===== src/rtl/operand_loader.sv =====
// operand_loader: debounces the load button, captures operand p then operand q from the
// switch bank on successive presses, and presents the pair downstream under valid/ready.
module operand_loader #(
    parameter int WIDTH           = 2,
    parameter int DEBOUNCE_CYCLES = 4
) (
    input  logic             clk,
    input  logic             reset,
    input  logic [WIDTH-1:0] sw,
    input  logic             load_btn,
    input  logic             out_ready,
    output logic [WIDTH-1:0] p,
    output logic [WIDTH-1:0] q,
    output logic             op_valid,
    output logic             busy,
    output logic [1:0]       state_dbg
);

    localparam int             CNT_W    = $clog2(DEBOUNCE_CYCLES + 1);
    localparam logic [CNT_W-1:0] CNT_LAST = CNT_W'(DEBOUNCE_CYCLES - 1);

    typedef enum logic [1:0] {
        S_LOAD_P = 2'b00,
        S_LOAD_Q = 2'b01,
        S_VALID  = 2'b10,
        S_UNUSED = 2'b11
    } state_t;

    // Debounce state: filtered level, run counter of opposite samples, press pulse
    logic             level_r;
    logic [CNT_W-1:0] cnt_r;
    logic             press_r;
    logic [CNT_W-1:0] cnt_next_s;
    logic             flip_s;

    // FSM state and capture strobes
    state_t state_r;
    state_t next_state_s;
    logic   capture_p_s;
    logic   capture_q_s;

    // Count consecutive samples that disagree with the filtered level; flip on the last one
    always_comb begin
        cnt_next_s = '0;
        flip_s     = 1'b0;
        if (load_btn != level_r) begin
            if (cnt_r == CNT_LAST) begin
                flip_s     = 1'b1;
                cnt_next_s = '0;
            end else begin
                flip_s     = 1'b0;
                cnt_next_s = cnt_r + CNT_W'(1);
            end
        end else begin
            cnt_next_s = '0;
        end
    end

    // Register filtered level and emit a one-cycle press on each low-to-high flip
    always_ff @(posedge clk) begin
        if (reset) begin
            level_r <= 1'b0;
            cnt_r   <= '0;
            press_r <= 1'b0;
        end else begin
            cnt_r   <= cnt_next_s;
            level_r <= flip_s ? ~level_r : level_r;
            press_r <= flip_s & ~level_r;
        end
    end

    // Operand sequencing: p on first press, q on second, hold until downstream accepts
    always_comb begin
        next_state_s = state_r;
        capture_p_s  = 1'b0;
        capture_q_s  = 1'b0;
        case (state_r)
            S_LOAD_P: begin
                if (press_r) begin
                    capture_p_s  = 1'b1;
                    next_state_s = S_LOAD_Q;
                end else begin
                    next_state_s = S_LOAD_P;
                end
            end
            S_LOAD_Q: begin
                if (press_r) begin
                    capture_q_s  = 1'b1;
                    next_state_s = S_VALID;
                end else begin
                    next_state_s = S_LOAD_Q;
                end
            end
            S_VALID: begin
                // presses here are dropped on purpose: nothing is queued
                if (out_ready) begin
                    next_state_s = S_LOAD_P;
                end else begin
                    next_state_s = S_VALID;
                end
            end
            S_UNUSED: next_state_s = S_LOAD_P;
            default:  next_state_s = S_LOAD_P;
        endcase
    end

    // Register state, operands and the outputs decoded from the upcoming state
    always_ff @(posedge clk) begin
        if (reset) begin
            state_r   <= S_LOAD_P;
            p         <= '0;
            q         <= '0;
            op_valid  <= 1'b0;
            busy      <= 1'b0;
            state_dbg <= 2'b00;
        end else begin
            state_r   <= next_state_s;
            p         <= capture_p_s ? sw : p;
            q         <= capture_q_s ? sw : q;
            op_valid  <= (next_state_s == S_VALID);
            busy      <= (next_state_s != S_LOAD_P);
            state_dbg <= next_state_s;
        end
    end

endmodule


===== config.mk =====
export PLATFORM = sky130hd
export DESIGN_NAME = operand_loader
export DESIGN_NICKNAME = d
export VERILOG_FILES = /design/src/rtl/operand_loader.sv
export SDC_FILE = /design/constraint.sdc
export NUM_CORES = 1
export LEC_CHECK = 0
export ABC_AREA = 0
export BUFFER_PORTS_ARGS = -buffer_cell sky130_fd_sc_hd__buf_2
export CAP_MARGIN = 20
export CORE_AREA = 2 2 39 41
export DETAILED_ROUTE_END_ITERATION = 16
export DIE_AREA = 0 0 41 43
export GPL_TIMING_DRIVEN = 0
export MAX_ROUTING_LAYER = met4
export PLACE_DENSITY = 0.64
export SLEW_MARGIN = 10
export SYNTH_ARGS = -nofsm -noshare
export SYNTH_HDL_FRONTEND = slang
export SYNTH_SLANG_ARGS = --single-unit

===== constraint.sdc =====
create_clock -name clk -period 3.19 [get_ports clk]
set_input_delay 0.1595 -clock clk [delete_from_list [all_inputs] [get_ports clk]]
set_output_delay 0.1595 -clock clk [all_outputs]
set_load 0.05 [all_outputs]

# After elaboration in Yosys (flattened, before gate mapping)
# Cells that the tools add are included.
[classes]
mux = 9
eq_ne = 6
addsub = 1
n_lt_le_gt_ge = 0
div = 0
n_bitwise = 3
n_reduce_logical = 3
multipliers = 0
shift = 0
[op_table]
columns = ["operator", "n"]
rows = [
  ["2-bit case mux with 4 select lines", 1],
  ["2-bit equality test (second input constant)", 3],
  ["1-bit 2-to-1 mux", 6],
  ["2-bit 2-to-1 mux", 2],
  ["3-bit by 1-bit adder with 3-bit output (second input constant)", 1],
  ["3-bit by 2-bit equality test with 1-bit output (second input constant)", 1],
  ["3-bit OR reduction", 1],
  ["2-bit by 1-bit equality test with 1-bit output (second input constant)", 1],
  ["2-bit zero test", 1],
  ["1-bit inverter", 2],
  ["2-bit nonzero test", 1],
  ["1-bit AND", 1],
  ["1-bit != test", 1],
]
[word_totals]
ff_bits = 13
wordCells = 30
inputBits = 6
latch_bits = 0
rom_bits = 0
memories = 0
mem_bits_rw = 0
out_inout_bits = 8

# Longest topological paths before layout
# Gate-level depths: netlist (run 1).
[depth]
word_depth = 4
mapped_depth = 4
depth_no_buf = 4

# Worst setup path after synthesis (run 1)
# No wires, ideal clock.
[synth_path]
path_kind = "register -> register"
startpoint = "register state_r[1]"
endpoint = "register op_valid"
setup_time_ps = 70
slack_ps = 1904
period_less_slack_ps = 1286
path_buffers = 0
t_arrival_ps = 1215
stages_incl_launch_ff = 3
required_ps = 3120
path_cell_list = "dfxtp_1 -> or3b_1 -> a21oi_1"
[synth_between]
elab_chain_len = 3
elab_cells_between_ends = 6
cone_classes = "eq/ne (4); mux (1); reduce/logical (1)"
[synth_lines]
columns = ["item", "line", "source"]
rows = [
  ["start: declaration", "37", "state_t state_r;"],
  ["start signal: assignment", "117", "state_r <= next_state_s;"],
  ["2-bit equality test, or another cell as far along", "77", "case (state_r)"],
  ["2-bit case mux with 4 select lines (*)", "77", ""],
  ["2-bit equality test (*)", "120", "op_valid <= (next_state_s == S_VALID);"],
  ["end signal: assignment", "120", ""],
  ["end: declaration", "14", "output logic op_valid,"],
]
# Every way passes the cells marked *; elsewhere a longest branch is shown, timed or not.
# A chain may end at the register's enable or synchronous reset.

==> results of run 1 <==
how the worst min path moves through the flow:
stage	start	end	slack [ns]
floorplan	load_btn	level_r	0.31
global placement	cnt_r[0]	cnt_r[0]	0.42
detailed placement	cnt_r[0]	cnt_r[0]	0.43
CTS	load_btn	level_r	0.16
global route	load_btn	press_r	0.16
finish	load_btn	level_r	0.17
layout by cell type, fill, tap and decap left out:
cell	count
nor4bb_1	1
nor3_1	1
buf_2	13
nor2_1	1
nand2b_1	6
nand3b_1	1
inv_1	1
nor4_1	2
nor4b_1	1
o21bai_1	1
or3b_1	1
ha_1	2
mux2i_1	5
clkbuf_4	3
dfxtp_1	13
clkbuf_1	2
nor3b_1	1
a21oi_1	3
xnor2_1	2
flip-flops by register name, indices dropped and copies added, names as in the netlist:
name	cells
press_r	1
op_valid	1
level_r	1
q	2
busy	1
p	2
state_r	2
cnt_r	3
cell families after synthesis:
kind of cell | after synthesis
muxes | 5
and+or+nand+nor | 15
adders and majority gates | 2
xor gates and xnor gates | 2
buffers and inverters | 2
AOI/OAI and AO/OA | 4
DFF | 13
layer usage:
| metal | up-vias | global-route usage [%] | share of wire [%] | routed length, um |
|---|---|---|---|---|
| met5 | - | - | 0 | 0 |
| met1 | 149 | 14.7 | 55 | 396 |
| met3 | 0 | 3.14 | 3.6 | 26 |
| met2 | 8 | 12.5 | 41 | 296 |
| met4 | 0 | 8.00 | 0 | 0 |
| li1 | 187 | - | - | - |
through the flow:
step	std cells	total power, mW
5_1_grt	76	0.292
4_1_cts	76	0.280
2_1_floorplan	43	0.176
6_report	76	0.275
3_5_place_dp	72	0.181
3_3_place_gp	72	0.180
layout make-up:
cell class | instances | area, sq um
fillers | 139 | 788
repair buffers | 13 | 65.1
flip-flops and latches | 13 | 260
plain buffers | 1 | 3.75
inverters | 1 | 3.75
multi-input cells | 28 | 216
clock buffers | 4 | 26.3
well taps | 16 | 20.0
where the power goes:
group          internal, mW  switching [mW]
logic               0.00616         0.00604
clock network        0.0483          0.0503
registers             0.164        0.000788
==> flow_summary_export.csv, run 1 <==
group,metric,value,unit
yosys,synth-simple-area-share,20.9,%
setup_path,cp_num_cells,1,
yosys,ys_async_sr_fraction,0,%
placement,placed_area,569,sq um
yosys,synthAdderAreaFrac,5.17,%
power_and_ir_drop,ir_drop,0.000186,V
worst_hold_path,hold_path_depth,3,
timing,final.setup.tns,0,ns
setup_path,cp_max_fo,6,
placement,hpwl,562,um
grt,grt_pass1_vias,302,
worst_hold_path,hold_path_class,"primary input to register",
grt,grt_max_degree,11,
yosys,ys_top_cells_by_count,"dfxtp_1 (13), nand2b_1 (6), mux2i_1 (5)",
clocking,cts_htree_levels,1,
grt,grt_pass1_wl,1.21,mm
placement,gp_congestion,0.663,
yosys,syn_area,484,sq um
setup_path,r2r_start,"cnt_r[0]",
placement,numPortBuffers,13,
setup_path,cp.required,3.03,ns
setup_path,cp_slowest_cell,"dfxtp_1",
yosys,synth-xor-area-share,3.62,%
grt,overflow,0,
flow_run,cap_viol_max_count,0,
setup_path,critical_path_arrival,1.01,ns
yosys,synth_top_family_by_area,"simple AND/OR/NAND/NOR gates",
clocking,clk_pin_slew,0.08,ns
timing,max_slew_margin,73.2,%
floorplanning,num_io_pins,14,
timing,min_period,1.17,ns
layout,utilization,43.0,%
timing,whs,0.168,ns
setup_path,end_kind,"primary output",
setup_path,reg2regPathDepth,3,
yosys,synth_cells,43,
yosys,yosysWarnings,0,
setup_path,reg2reg_slack,2.05,ns
yosys,yosysMostFrequentCell,"dfxtp_1",
setup_path,crit_start,"state_r[0]",
clocking,post_cts_resized,0,
setup_path,r2r_end,"cnt_r[2]",
yosys,synth_top_area_cell,"dfxtp_1",
yosys,synth_edf_count,0,
power_and_ir_drop,p_leak,0.256,nW
yosys,syn_avg_cell_area,11.3,sq um
floorplanning,die_w,41,um
yosys,ys_top_cells_by_area,"dfxtp_1 (54%), mux2i_1 (10%), nand2b_1 (7.8%)",
floorplanning,dieArea,1760,sq um
timing,max_freq,858,MHz
detailed_routing,via_per_inst,4.53,
setup_path,crit_chain,"buf_2",
clocking,cts_hold_buf,0,
setup_path,crit_family,"flip-flops",
grt,grtUsageTotal,10.6,%
detailed_routing,antenna_left,0,
clocking,cts_tree,"done",
yosys,synth_top_cell_area_share,53.7,%
detailed_routing,initialDrtViolationCount,4,
clocking,cts_buffer_depth,2,
yosys,yosysSeqAreaShare,53.7,%
floorplanning,core_area,1380,sq um
grt,antenna_found_initial,0,
clocking,postCtsSetupBuffers,0,
floorplanning,die_h,43,um
floorplanning,start_util,35.0,%
yosys,synth.net_count,51,
timing,setup_slack,2.02,ns
detailed_routing,routed-via-count,344,
placement,pre_cts_slack,2.07,ns
layout,area_growth,23.0,%
yosys,synthMuxAreaShare,10.3,%
layout,drive_gt1_share,26.7,%
timing,clock-skew-final,0.000295,ns
layout,final_area,596,sq um
detailed_routing,first_pass_iters,3,
setup_path,critPathKind,"register to primary output",
layout,nets,69,
clocking,cts.sinks,13,
timing,fin_crit_sh,36.5,%
clocking,clock_latency,0.26,ns
clocking,numCtsBuffers,3,
timing,report.final.slew_viol_count,0,
setup_path,cp_num_buf_inv,1,
timing,hold_viol_final,0,
yosys,synth_compound_area_share,4.65,%
setup_path,endpoint,"state_dbg[0]",
status,outcome,"complete, no violations",
clocking,root_buffer,"clkbuf_4",
timing,tightestPinTransition,0.401,ns
detailed_routing,avgRoutedWirePerCell,9.46,um
yosys,synthFlopType,"dfxtp_1",
timing,setup_viol,0,
yosys,ys_types,17,
detailed_routing,drt_wl_total,719,um
power_and_ir_drop,p_per_area,462,nW/um^2
floorplanning,rows,14,
detailed_routing,route.detailed.drc,0,
setup_path,cp_slowest_stage_delay,0.44,ns
yosys,synth_seq_cells,13,
setup_path,worstSetupStartpointType,"register",
timing,rsz0062_at_grt,"false",
layout,antenna_cells,0,
No activity file was read; power rests on OpenSTA's default activity.
==> inputs of run 2 (changes only) <==
- clock period: 3.19 -> 1.1 ns (I/O delays scaled with it)
==> flow_summary_export.csv, run 2 (synthesized netlist as in run 1, its figures left out) <==
group,metric,value,unit
grt,grt_pass1_vias,317,
floorplanning,start_util,35.0,%
setup_path,cp_num_buf_inv,0,
layout,area.sequential,268,sq um
layout,nets,69,
detailed_routing,initialDrtViolationCount,3,
setup_path,cp_max_fo,2,
setup_path,cp_num_cells,3,
floorplanning,num_io_pins,14,
layout,final_area,639,sq um
layout,finalNonFillerCells,76,
clocking,cts_htree_levels,1,
layout,antenna_cells,0,
setup_path,end_kind,"register",
detailed_routing,drt_wl_total,876,um
floorplanning,dieArea,1760,sq um
placement,gp_congestion,0.662,
detailed_routing,top_layer_used,"met3",
layout,top_register,"cnt_r",
grt,grt_pass1_wl,1.34,mm
placement,placed_area,574,sq um
setup_path,r2r_end,"cnt_r[2]",
placement,hpwl,595,um
layout,largest_register_ffs,3,
power_and_ir_drop,p_total,0.813,mW
timing,hold_viol_final,0,
setup_path,crit_family,"adder cells",
setup_path,worstSetupStartpointType,"register",
timing,max_slew_margin,69.8,%
floorplanning,die_h,43,um
setup_path,critical_path_arrival,1.21,ns
timing,report.final.slew_viol_count,0,
grt,overflow,0,
clocking,root_buffer,"clkbuf_4",
grt,antenna_found_initial,0,
setup_path,cp.required,1.28,ns
timing,max_freq,971,MHz
clocking,clk_pin_slew,0.08,ns
timing,min_period,1.03,ns
timing,whs,0.0600,ns
detailed_routing,via_per_inst,4.66,
timing,setup_viol,0,
layout,num-fill-cells,139,
detailed_routing,first_pass_iters,4,
clocking,numCtsBuffers,3,
setup_path,cp_slowest_stage_delay,0.34,ns
setup_path,reg2reg_slack,0.07,ns
detailed_routing,met2_length,429,um
setup_path,crit_start,"cnt_r[0]",
setup_path,critPathKind,"register to register",
placement,numPortBuffers,13,
setup_path,r2r_start,"cnt_r[0]",
power_and_ir_drop,p_leak,0.262,nW
detailed_routing,routed-via-count,354,
timing,tightestPinTransition,0.453,ns
setup_path,crit_chain,"ha_4 > ha_4 > nor4_2",
clocking,postCtsSetupBuffers,0,
worst_hold_path,hold_path_class,"primary input to register",
layout,multi_input_area,253,sq um
power_and_ir_drop,p_per_area,1270,nW/um^2
setup_path,cp_common_cell,"ha_4",
clocking,cts.sinks,13,
timing,clock-skew-final,0.00234,ns
clocking,clock_latency,0.27,ns
setup_path,reg2regPathDepth,3,
layout,drive_gt1_share,40.0,%
grt,grtUsageTotal,12.0,%
floorplanning,die_w,41,um
detailed_routing,met3_length,24,um
grt,grt_max_degree,11,
timing,rsz0062_at_grt,"false",
layout,final_cell_mix,"buf_2 (13), dfxtp_1 (9), nand2b_1 (6)",
layout,final_common_cell,"buf_2",
flow_run,cap_viol_max_count,0,
floorplanning,core_area,1380,sq um
clocking,cts_tree,"done",
detailed_routing,antenna_left,0,
placement,place_inst,72,
status,outcome,"complete, no violations",
setup_path,cp_slowest_cell,"dfxtp_2",
timing,fin_crit_sh,93.6,%
power_and_ir_drop,ir_drop,0.000650,V
clocking,cts_buffer_depth,2,
detailed_routing,route.detailed.drc,0,
floorplanning,rows,14,
setup_path,endpoint,"cnt_r[2]",
detailed_routing,avgRoutedWirePerCell,11.5,um
detailed_routing,m1WireLength,421,um
layout,area_growth,32.0,%
[run 2: repair_timing]
action                     in CTS  in global routing
hold endpoints to repair        0                  0
hold buffers                    0                  0
pin swaps                       1                  2
setup endpoints to repair       4                  7
resized for setup               1                  7
[run 2: power breakdown]
group / leakage (nW) / internal, mW / total, mW / switching, mW
Combinational: 0.140 / 0.0205 / 0.0402 / 0.0197
Sequential: 0.107 / 0.473 / 0.477 / 0.00419
Clock: 0.0150 / 0.140 / 0.296 / 0.155
[run 2: how the worst min path moves through the flow]
stage               startpoint  endpoint  cells past startpoint
floorplan             load_btn   level_r                      2
global placement      load_btn   level_r                      3
detailed placement    load_btn   level_r                      3
CTS                   load_btn   press_r                      2
global route          load_btn   press_r                      2
finish                load_btn   level_r                      3
[run 2: worst reg2reg max path: stages, from the launching register on]
cell,delay [ns]
dfxtp_2,0.34
ha_4,0.16
ha_4,0.20
nor4_2,0.24
[run 2: per-layer routing]
metal / track usage [%] / vias up
li1: - / 187
met1: 16.8 / 159
met2: 13.8 / 8
met3: 1.57 / 0
met4: 12.0 / 0
met5: - / -
[run 2: metrics by stage]
stage / setup slack [ns] / utilization [%] / TNS (ns)
6_report: 0.0703 / 46.2 / 0
3_3_place_gp: 0.00733 / 41.5 / 0
5_1_grt: 0.0174 / 46.2 / 0
2_1_floorplan: 0.0473 / - / 0
4_1_cts: 0.00947 / 43.6 / 0
3_5_place_dp: -0.0221 / 41.5 / -0.0367
[run 2: area by class of cell]
| cell class | instances | share of cell area [%] |
|---|---|---|
| Buffer | 1 | 0.587 |
| Clock buffer | 4 | 4.11 |
| Inverter | 1 | 0.587 |
| Multi-Input combinational cell | 28 | 39.5 |
| Sequential cell | 13 | 41.9 |
| Tap cell | 16 | 3.13 |
| Timing Repair Buffer | 13 | 10.2 |
